`src/rtl/rsa_pkg.sv`:
```
// Shared types and defaults for the RSA modular exponentiation engine.
package rsa_pkg;

    localparam int RSA_WIDTH_DEFAULT = 8;

    typedef enum logic [2:0] {
        ST_IDLE,
        ST_LOAD,
        ST_SQUARE,
        ST_MULT,
        ST_DONE
    } rsa_state_t;

endpackage

```
`src/rtl/rsa_modmul.sv`:
```
// Interleaved bit-serial modular multiplier: result = a*b mod m in WIDTH steps.
// The first step happens on the edge that samples start, so back-to-back
// products can be chained with no idle cycle. done is high during the cycle
// whose edge performs the final step, and result is valid alongside it.
module rsa_modmul
    import rsa_pkg::*;
#(
    parameter int WIDTH = RSA_WIDTH_DEFAULT
) (
    input  logic             clk,
    input  logic             rstb,
    input  logic             ena,
    input  logic             start,
    input  logic             cancel,
    input  logic [WIDTH-1:0] a,
    input  logic [WIDTH-1:0] b,
    input  logic [WIDTH-1:0] m,
    output logic             busy,
    output logic             done,
    output logic [WIDTH-1:0] result
);

    localparam int CW = $clog2(WIDTH);

    logic [CW-1:0]    cnt;
    logic [CW-1:0]    bit_idx;
    logic [WIDTH+1:0] p_q;
    logic [WIDTH+1:0] p_base;
    logic [WIDTH+1:0] m_ext;
    logic [WIDTH+1:0] addend;
    logic [WIDTH+1:0] p_sum;
    logic [WIDTH+1:0] p_red1;
    logic [WIDTH+1:0] p_next;

    // One shift-add step followed by up to two conditional subtractions of m.
    always_comb begin
        m_ext   = {2'b00, m};
        bit_idx = start ? CW'(WIDTH - 1) : cnt;
        p_base  = start ? '0 : p_q;
        addend  = a[bit_idx] ? {2'b00, b} : '0;
        p_sum   = (p_base << 1) + addend;
        p_red1  = (p_sum >= m_ext) ? (p_sum - m_ext) : p_sum;
        p_next  = (p_red1 >= m_ext) ? (p_red1 - m_ext) : p_red1;
        done    = busy && (cnt == '0);
        result  = p_next[WIDTH-1:0];
    end

    // Step counter and partial-product register; cancel drops an operation in flight.
    always_ff @(posedge clk) begin
        if (!rstb) begin
            busy <= 1'b0;
            cnt  <= '0;
            p_q  <= '0;
        end else if (ena) begin
            if (cancel) begin
                busy <= 1'b0;
            end else if (start) begin
                busy <= 1'b1;
                cnt  <= CW'(WIDTH - 2);
                p_q  <= p_next;
            end else if (busy) begin
                p_q <= p_next;
                if (cnt == '0) begin
                    busy <= 1'b0;
                end else begin
                    cnt <= cnt - 1'b1;
                end
            end
        end
    end

endmodule

```
`src/rtl/rsa_modexp_core.sv`:
```
// Bit-serial RSA engine: cipher = plain^exponent mod modulus, scanning the
// exponent MSB first with square-and-multiply on top of rsa_modmul.
// Optional macro RSA_CONST_TIME_EN: run MULT for every exponent bit and
// discard the product on zero bits, making latency data-independent.
module rsa_modexp_core
    import rsa_pkg::*;
#(
    parameter int WIDTH = RSA_WIDTH_DEFAULT
) (
    input  logic             clk,
    input  logic             rstb,
    input  logic             ena,
    input  logic             en_rsa,
    input  logic             clear_rsa,
    input  logic [WIDTH-1:0] plain,
    input  logic [WIDTH-1:0] exponent,
    input  logic [WIDTH-1:0] modulus,
    output logic             eoc_rsa,
    output logic [WIDTH-1:0] cipher
);

    localparam int IW = $clog2(WIDTH);

    rsa_state_t       state;
    rsa_state_t       state_next;
    logic             run;
    logic             advance;
    logic             mod_small;
    logic [WIDTH-1:0] plain_q;
    logic [WIDTH-1:0] exp_q;
    logic [WIDTH-1:0] mod_q;
    logic [WIDTH-1:0] acc;
    logic [WIDTH-1:0] acc_next;
    logic [IW-1:0]    idx;
    logic             mm_start;
    logic             mm_busy;
    logic             mm_done;
    logic [WIDTH-1:0] mm_b;
    logic [WIDTH-1:0] mm_result;

    assign run       = en_rsa & clear_rsa;
    assign mod_small = (mod_q <= WIDTH'(1));

    rsa_modmul #(.WIDTH(WIDTH)) u_modmul (
        .clk    (clk),
        .rstb   (rstb),
        .ena    (ena),
        .start  (mm_start),
        .cancel (!run),
        .a      (acc),
        .b      (mm_b),
        .m      (mod_q),
        .busy   (mm_busy),
        .done   (mm_done),
        .result (mm_result)
    );

    // State register.
    always_ff @(posedge clk) begin
        if (!rstb) begin
            state <= ST_IDLE;
        end else if (ena) begin
            state <= state_next;
        end
    end

    // Next state, multiplier control, accumulator update and bit-advance decision.
    always_comb begin
        state_next = state;
        mm_start   = 1'b0;
        mm_b       = acc;
        acc_next   = acc;
        advance    = 1'b0;
        case (state)
            ST_IDLE: begin
                if (run) state_next = ST_LOAD;
            end
            ST_LOAD: begin
                if (!run)          state_next = ST_IDLE;
                else if (mod_small) state_next = ST_DONE;
                else               state_next = ST_SQUARE;
            end
            ST_SQUARE: begin
                if (!run) begin
                    state_next = ST_IDLE;
                end else begin
                    mm_start = !mm_busy;
                    if (mm_done) begin
                        acc_next = mm_result;
`ifdef RSA_CONST_TIME_EN
                        state_next = ST_MULT;
`else
                        if (exp_q[idx]) begin
                            state_next = ST_MULT;
                        end else begin
                            advance    = 1'b1;
                            state_next = (idx == '0) ? ST_DONE : ST_SQUARE;
                        end
`endif
                    end
                end
            end
            ST_MULT: begin
                mm_b = plain_q;
                if (!run) begin
                    state_next = ST_IDLE;
                end else begin
                    mm_start = !mm_busy;
                    if (mm_done) begin
`ifdef RSA_CONST_TIME_EN
                        acc_next = exp_q[idx] ? mm_result : acc;
`else
                        acc_next = mm_result;
`endif
                        advance    = 1'b1;
                        state_next = (idx == '0) ? ST_DONE : ST_SQUARE;
                    end
                end
            end
            ST_DONE: begin
                if (!run) state_next = ST_IDLE;
            end
            default: state_next = ST_IDLE;
        endcase
    end

    // Operand capture, accumulator, bit index, result register and end-of-conversion flag.
    always_ff @(posedge clk) begin
        if (!rstb) begin
            plain_q <= '0;
            exp_q   <= '0;
            mod_q   <= '0;
            acc     <= '0;
            idx     <= '0;
            cipher  <= '0;
            eoc_rsa <= 1'b0;
        end else if (ena) begin
            eoc_rsa <= (state_next == ST_DONE);
            case (state)
                ST_IDLE: begin
                    if (run) begin
                        plain_q <= plain;
                        exp_q   <= exponent;
                        mod_q   <= modulus;
                    end
                end
                ST_LOAD: begin
                    acc <= mod_small ? '0 : WIDTH'(1);
                    idx <= IW'(WIDTH - 1);
                    if (run && mod_small) cipher <= '0;
                end
                ST_SQUARE, ST_MULT: begin
                    if (run && mm_done) acc <= acc_next;
                    if (advance) begin
                        if (idx == '0) cipher <= acc_next;
                        else           idx    <= idx - 1'b1;
                    end
                end
                default: ;
            endcase
        end
    end

endmodule

```
`config.mk`:
```
export PLATFORM = sky130hd
export DESIGN_NAME = rsa_modexp_core
export DESIGN_NICKNAME = d
export VERILOG_FILES = /design/src/rtl/rsa_pkg.sv /design/src/rtl/rsa_modmul.sv /design/src/rtl/rsa_modexp_core.sv
export SDC_FILE = /design/constraint.sdc
export NUM_CORES = 1
export LEC_CHECK = 0
export ABC_AREA = 1
export CAP_MARGIN = 20
export CORE_MARGIN = 4
export CORE_UTILIZATION = 40
export DETAILED_ROUTE_END_ITERATION = 10
export PLACE_DENSITY = 0.68
export SLEW_MARGIN = 20
export SYNTH_ARGS = -nofsm -noshare
export SYNTH_HDL_FRONTEND = slang
export SYNTH_SLANG_ARGS = --single-unit
```
`constraint.sdc`:
```
create_clock -name clk -period 18.7 [get_ports clk]
set_clock_uncertainty 0.2 [all_clocks]
set_input_delay 2.805 -clock clk [delete_from_list [all_inputs] [get_ports clk]]
set_output_delay 2.805 -clock clk [all_outputs]
set_load 0.05 [all_outputs]
```
* Word level (Yosys, flattened, before mapping) *
Cells that the tools add are included.

word-level totals
  logic and storage cells = 99
  bits in registers = 60

cells by class
  bitwise gates (word level) = 1
  eq/ne operators = 11
  add/sub/neg operators = 5
  mux-type cells = 50
  magnitude comparators = 5
  reductions and logical operators = 16

operators by type and width
  cell                   count
  $mux W8                8
  $mux W3                16
  $mux W9                4
  $pmux W8 S2            2
  $ge A10 B8 Y1          2
  $pmux W3 S5            1
  $mux W1                14
  $add A10 B10 Y10       1
  $mux W10               1
  $sub A10 B8 Y10        1
  $logic_not A3 Y1       3
  $reduce_and A3 Y1      3
  $sub A9 B8 Y9          1
  $le A8 B1 Y1 const B   1
  $lt A3 B4 Y1 const B   2
  $ne A2 B1 Y1 const B   4
  $reduce_and A4 Y1      2
  $bmux W1 S3            2
  $eq A3 B2 Y1 const B   2
  $eq A3 B3 Y1 const B   2
  $pmux W3 S2            1
  $sub A3 B1 Y3 const B  2
  $reduce_and A5 Y1      1
  $ne A2 B2 Y1 const B   2
  7 further kinds        10

* Longest topological paths before layout *
  word-level depth = 17
  gate-level depth with buffers = 46
  depth with buffers taken out = 45

* By module *
Synthesis repeated with hierarchy kept, for this count alone.

second synthesis, totals
  cells, all modules = 711
  area total of the unflattened synthesis = 4,489.3 µm²

modules (own cells, without submodules)
  module           seq. area each (µm²)  area an instance (µm²)  cells each  times used
  rsa_modmul       260.2                 2,249.7                 379         1
  rsa_modexp_core  940.9                 2,239.6                 332         1

* Worst setup path before layout *
OpenSTA, ideal clock, no wires.

  kind = input to register
  from = in en_rsa
  to = reg cipher[0]
  arrival time = 7.922 ns
  data required time = 18.430 ns
  stages = 44
  setup time = 0.070 ns
  buffers on the path = 1
  path slack = 10.508 ns
  cells stage by stage = nand2_1 nor2_1 nand2_4 buf_8 nand2_1 nand2_1 nand3_1 nand3_1 nand2_1 inv_1 a211oi_1 ha_1 inv_1 fa_1 inv_1 a31oi_1 xor2_1 inv_1 [... 8 more ...] nand3_1 nand2_1 inv_1 ha_1 fa_1 nor2_1 o21ai_0 nand2_1 inv_1 nand2_1 inv_1 nand2_1 inv_1 nand3_4 nand2_1 nand3_1 nand2_1 a21oi_1

between the ends
  cells in the longest elaborated chain, start to end = 17

ends and longest elaborated chain
  what                                                     line                                           text
  from (decl)                                              rsa_modexp_core.sv:13                          input logic en_rsa,
  $and A1 B1 Y1 *                                          rsa_modexp_core.sv:41                          assign run = en_rsa & clear_rsa;
  $mux W1                                                  rsa_modexp_core.sv:84, rsa_modexp_core.sv:105
  $mux W1                                                  --
  $mux W3                                                  rsa_modmul.sv:38                               bit_idx = start ? CW'(WIDTH - 1) : cnt;
  $bmux W1 S3                                              rsa_modmul.sv:40                               addend = a[bit_idx] ? {2'b00, b} : '0;
  $mux W1 (not written as such)                            rsa_modmul.sv:40
  $mux W8                                                  rsa_modmul.sv:40
  $add A10 B10 Y10                                         rsa_modmul.sv:41                               p_sum = (p_base << 1) + addend;
  $sub A10 B8 Y10 / $ge A10 B8 Y1 (equally long branches)  rsa_modmul.sv:42                               p_red1 = (p_sum >= m_ext) ? (p_sum - m_ext) : p_sum;
  $mux W10                                                 rsa_modmul.sv:42
  $sub A9 B8 Y9 / $ge A10 B8 Y1 (equally long branches)    rsa_modmul.sv:43                               p_next = (p_red1 >= m_ext) ? (p_red1 - m_ext) : p_red1;
  $mux W9                                                  rsa_modmul.sv:43
  $mux W8                                                  rsa_modexp_core.sv:88, rsa_modexp_core.sv:109
  $mux W8                                                  rsa_modexp_core.sv:105                         if (!run) begin
  $mux W8                                                  rsa_modexp_core.sv:155                         if (idx == '0) cipher <= acc_next;
  $mux W8                                                  rsa_modexp_core.sv:154                         if (advance) begin
  $pmux W8 S2                                              rsa_modexp_core.sv:139                         case (state)
  to (signal assigned)                                     rsa_modexp_core.sv:155
  to (decl)                                                rsa_modexp_core.sv:19                          output logic [WIDTH-1:0] cipher

Every way passes the cells marked *; elsewhere a longest branch is shown, timed or not. The select of a mux whose other input is x is not followed.
A chain may end at the register's enable or synchronous reset.

* Worst setup path in the final report *
  from = in en_rsa
  to = reg acc[2]

between the ends
  cells in the longest elaborated chain, start to end = 16

ends and longest elaborated chain
  what                                                     line                                           text
  $and A1 B1 Y1 *                                          rsa_modexp_core.sv:41
  $mux W1                                                  rsa_modexp_core.sv:84, rsa_modexp_core.sv:105
  $mux W1                                                  --
  $mux W3                                                  rsa_modmul.sv:38
  $bmux W1 S3                                              rsa_modmul.sv:40
  $mux W1 (not written as such)                            rsa_modmul.sv:40
  $mux W8                                                  rsa_modmul.sv:40
  $add A10 B10 Y10                                         rsa_modmul.sv:41
  $sub A10 B8 Y10 / $ge A10 B8 Y1 (equally long branches)  rsa_modmul.sv:42
  $mux W10                                                 rsa_modmul.sv:42
  $sub A9 B8 Y9 / $ge A10 B8 Y1 (equally long branches)    rsa_modmul.sv:43
  $mux W9                                                  rsa_modmul.sv:43
  $mux W8                                                  rsa_modexp_core.sv:88, rsa_modexp_core.sv:109
  $mux W8                                                  rsa_modexp_core.sv:105
  $mux W8                                                  rsa_modexp_core.sv:153                         if (run && mm_done) acc <= acc_next;
  $pmux W8 S2                                              rsa_modexp_core.sv:139
  to (signal assigned)                                     rsa_modexp_core.sv:148                         acc <= mod_small ? '0 : WIDTH'(1);
  to (signal assigned)                                     rsa_modexp_core.sv:153
  to (decl)                                                rsa_modexp_core.sv:32                          logic [WIDTH-1:0] acc;

Marks and branches as above.

==> flow_metrics.py <==
metrics = {
    "setup_path": {
        "crit_fanout": 11,
        "worstPathArrival_ns": 9.15,
        "worst_setup_path_end_kind": "flip-flop",
        "critPathKind": "input pin to flip-flop",
        "crit_path_max_incr_delay_ns": 0.45,
        "critPathSlowestCell": "sky130_fd_sc_hd__clkdlybuf4s50_1",
        "critPathLaunchType": "input pin",
        "cpMostUsedCell": "sky130_fd_sc_hd__nand2_1",
        "critPathRequiredTime_ns": 18.77,
    },
    "finish": {
        "antenna-diode-count": 0,
        "area_growth_pct": 15.7,
        "mostFrequentLayoutCells": "sky130_fd_sc_hd__nand2_1 (106), sky130_fd_sc_hd__inv_1 (91), sky130_fd_sc_hd__nor2_1 (74)",
        "fill_cell_total_of_the_finished_layout": 1085,
        "finish.utilization_pct": 47.9,
        "finalNetCount": 731,
        "storage_cell_area_sq_um": 1200,
        "multi_input_comb_area_sq_um": 2640,
        "stdcell_area_sq_um": 4970,
        "final_cells": 812,
        "layout.cells.most_common": "sky130_fd_sc_hd__nand2_1",
        "drive_above_1_share_pct": 7.40,
    },
    "sta": {
        "timing.setup.tns_ns": 0,
        "hold_viol": 0,
        "timing_worst_slew_pin_value_ns": 0.939,
        "report.final.setup_viol": 0,
        "max_freq_mhz": 110,
        "maxSlewViolCount": 0,
        "final.min_clock_period_ns": 9.09,
        "fin_ws_ns": 9.61,
        "period_share_pct": 48.6,
        "relative_slew_slack_pct": 36.8,
        "rsz0062_at_grt": "no",
    },
    "die": {
        "die_w_um": 112,
        "initial_core_util_pct": 41.4,
        "core_area_sq_um": 10400,
        "std_cell_rows": 37,
        "die-area_sq_um": 12500,
        "floorplan.io_pins": 38,
        "die-height_um": 112,
    },
    "cts": {
        "cts_tree": "done",
        "cts_buffers": 9,
        "clk_latency_ns": 0.34,
        "cts_max_level": 3,
        "clk_transition_reported_paths_ns": 0.07,
        "cts.hold.buffers_added": 0,
        "cts_num_sinks": 60,
        "cts_root_buffer": "sky130_fd_sc_hd__clkbuf_8",
        "postCtsSetupBuffers": 0,
        "ctsLongestPathBuffers": 2,
        "post_cts_resize_count": 0,
    },
    "routing": {
        "route.vias.total": 4248,
        "antenna_left": 0,
        "via_per_inst": 5.23,
        "remaining_drc_errors": 0,
        "route.detailed.wl_per_inst_um": 14.3,
        "detailedRoute.firstIterationViolations": 216,
        "postRouteWirelength_um": 11600,
        "drtPass1Iterations": 5,
    },
    "synthesis": {
        "synthDominantCellAreaShare_pct": 28.0,
        "syn-num-nets": 696,
        "number_of_distinct_standard_cells_referenced_by_the_synthesized_netlist": 41,
        "synth_seq_cells": 60,
        "main_combinational_cell_family_by_area_after_synthesis": "simple AND/OR/NAND/NOR gates",
        "avgSynthCellArea_sq_um": 6.74,
        "ys_seq_area_share_pct": 28.0,
        "synthAdderAreaFrac_pct": 9.27,
        "synth.cell_area_sq_um": 4290,
        "synth.mux.area_fraction_pct": 0,
        "async_sr_flop_fraction_pct": 0,
        "synth-simple-area-share_pct": 28.0,
        "synthesis.instances": 637,
        "synth.yosys.warnings": 0,
        "post_synth_xor_area_fraction_pct": 3.67,
        "netlist.top_cell.by_area": "sky130_fd_sc_hd__dfxtp_1",
        "synth_edf_count": 0,
        "post_synthesis_compound_gate_area_fraction_pct": 20.4,
        "primary_ff_master_synth": "sky130_fd_sc_hd__dfxtp_1",
        "synth.top_cells.by_area": "sky130_fd_sc_hd__dfxtp_1 (28%), sky130_fd_sc_hd__nand2_1 (9.3%), sky130_fd_sc_hd__inv_1 (8.0%)",
    },
    "global_route": {
        "first_global_vias": 4110,
        "grt.total_usage_pct": 18.9,
        "global_route.overflow_total": 0,
        "grt_pass1_wl_um": 19500,
        "grt_start_max_net_pins": 52,
        "initial_antenna_violation_count": 0,
    },
    "power": {
        "power.density_nw_per_um2": 88.9,
        "max_rail_drop_vdd_v": 0.0000553,
        "static-leakage-power_uw": 0.00226,
    },
    "placement": {
        "place.detailed.instances": 797,
        "placed_area_sq_um": 4780,
        "place_ws_ns": 9.34,
        "detailed_place_hpwl_um": 9070,
        "io_buffers": 37,
        "final_gp_congestion": 0.919,
    },
    "run": {
        "drv_cap": 0,
    },
    "min_path": {
        "hold_class": "flip-flop to flip-flop",
    },
    "status": {
        "outcome": "completed",
    },
}
==> sequential cells by signal, indices dropped and copies added, names as in the netlist <==
register,flops
u_modmul.busy,1
state,3
u_modmul.p_q,9
eoc_rsa,1
mod_q,8
idx,3
cipher,8
exp_q,8
u_modmul.cnt,3
acc,8
plain_q,8
==> power breakdown <==
part / total [uW] / switching, uW / internal, uW
sequential: 139 / 4.56 / 134
clock: 116 / 51.3 / 64.2
combinational: 187 / 122 / 65.3
total: 441 / 178 / 264
==> final cells by class <==
type	instances	area share [%]
Timing Repair Buffer	40	7.91
Tap cell	136	3.43
Inverter	99	7.58
Clock buffer	11	2.85
Sequential cell	60	24.2
Clock inverter	4	1.01
Multi-Input combinational cell	462	53.0
==> path summary, 6_finish.rpt <==
| path | startpoint | end | slack [ns] | depth (start not counted) |
|---|---|---|---|---|
| hold reg to reg | eoc_rsa | eoc_rsa | 0.27 | 2 |
| hold / removal | eoc_rsa | eoc_rsa | 0.27 | 2 |
| setup reg to reg | state[1] | acc[2] | 11.92 | 37 |
| setup / recovery | en_rsa | acc[2] | 9.61 | 38 |
==> through the flow <==
stage	total power, uW	hold WS (ns)
after detailed placement	325	0.267
after global routing	470	0.320
after global placement	321	0.257
final	441	0.271
after CTS	441	0.280
after floorplan	280	0.245
==> critical path, delay by kind of cell <==
| family | cells | cell delay (ns) |
|---|---|---|
| buf+inv | 6 | 0.85 |
| compound gates | 7 | 1.52 |
| xor+xnor | 1 | 0.31 |
| simple gates | 20 | 2.40 |
| fa+ha+maj | 4 | 1.28 |
==> logic make-up after synthesis <==
kind of cell,after synthesis
buf+inv,115
simple gates,261
compound gates,153
flops,60
fa+ha+maj,30
xor+xnor,18
==> cell usage after synthesis, types with 4 or more instances <==
master                     instances
sky130_fd_sc_hd__ha_1             27
sky130_fd_sc_hd__nor2_1           74
sky130_fd_sc_hd__xor2_1           10
sky130_fd_sc_hd__nand2_1         106
sky130_fd_sc_hd__inv_2             5
sky130_fd_sc_hd__o21ai_0          57
sky130_fd_sc_hd__a21oi_1          58
sky130_fd_sc_hd__o211ai_1         10
sky130_fd_sc_hd__nand4_1           4
sky130_fd_sc_hd__nor3_1            7
sky130_fd_sc_hd__clkbuf_1         13
sky130_fd_sc_hd__inv_1            91
sky130_fd_sc_hd__nand2_4           6
sky130_fd_sc_hd__o21ai_2           7
sky130_fd_sc_hd__nand3_1          49
sky130_fd_sc_hd__xnor2_1           8
sky130_fd_sc_hd__dfxtp_1          60
sky130_fd_sc_hd__a211oi_1          9
==> layer usage <==
metal	GRT usage, %	routed length, um	up-vias
li1	-	-	2175
met1	24.2	5220	1937
met2	31.2	5570	109
met3	3.86	500	27
met4	7.46	297	0
met5	0	0	-
(Power assumes the default switching activity.)
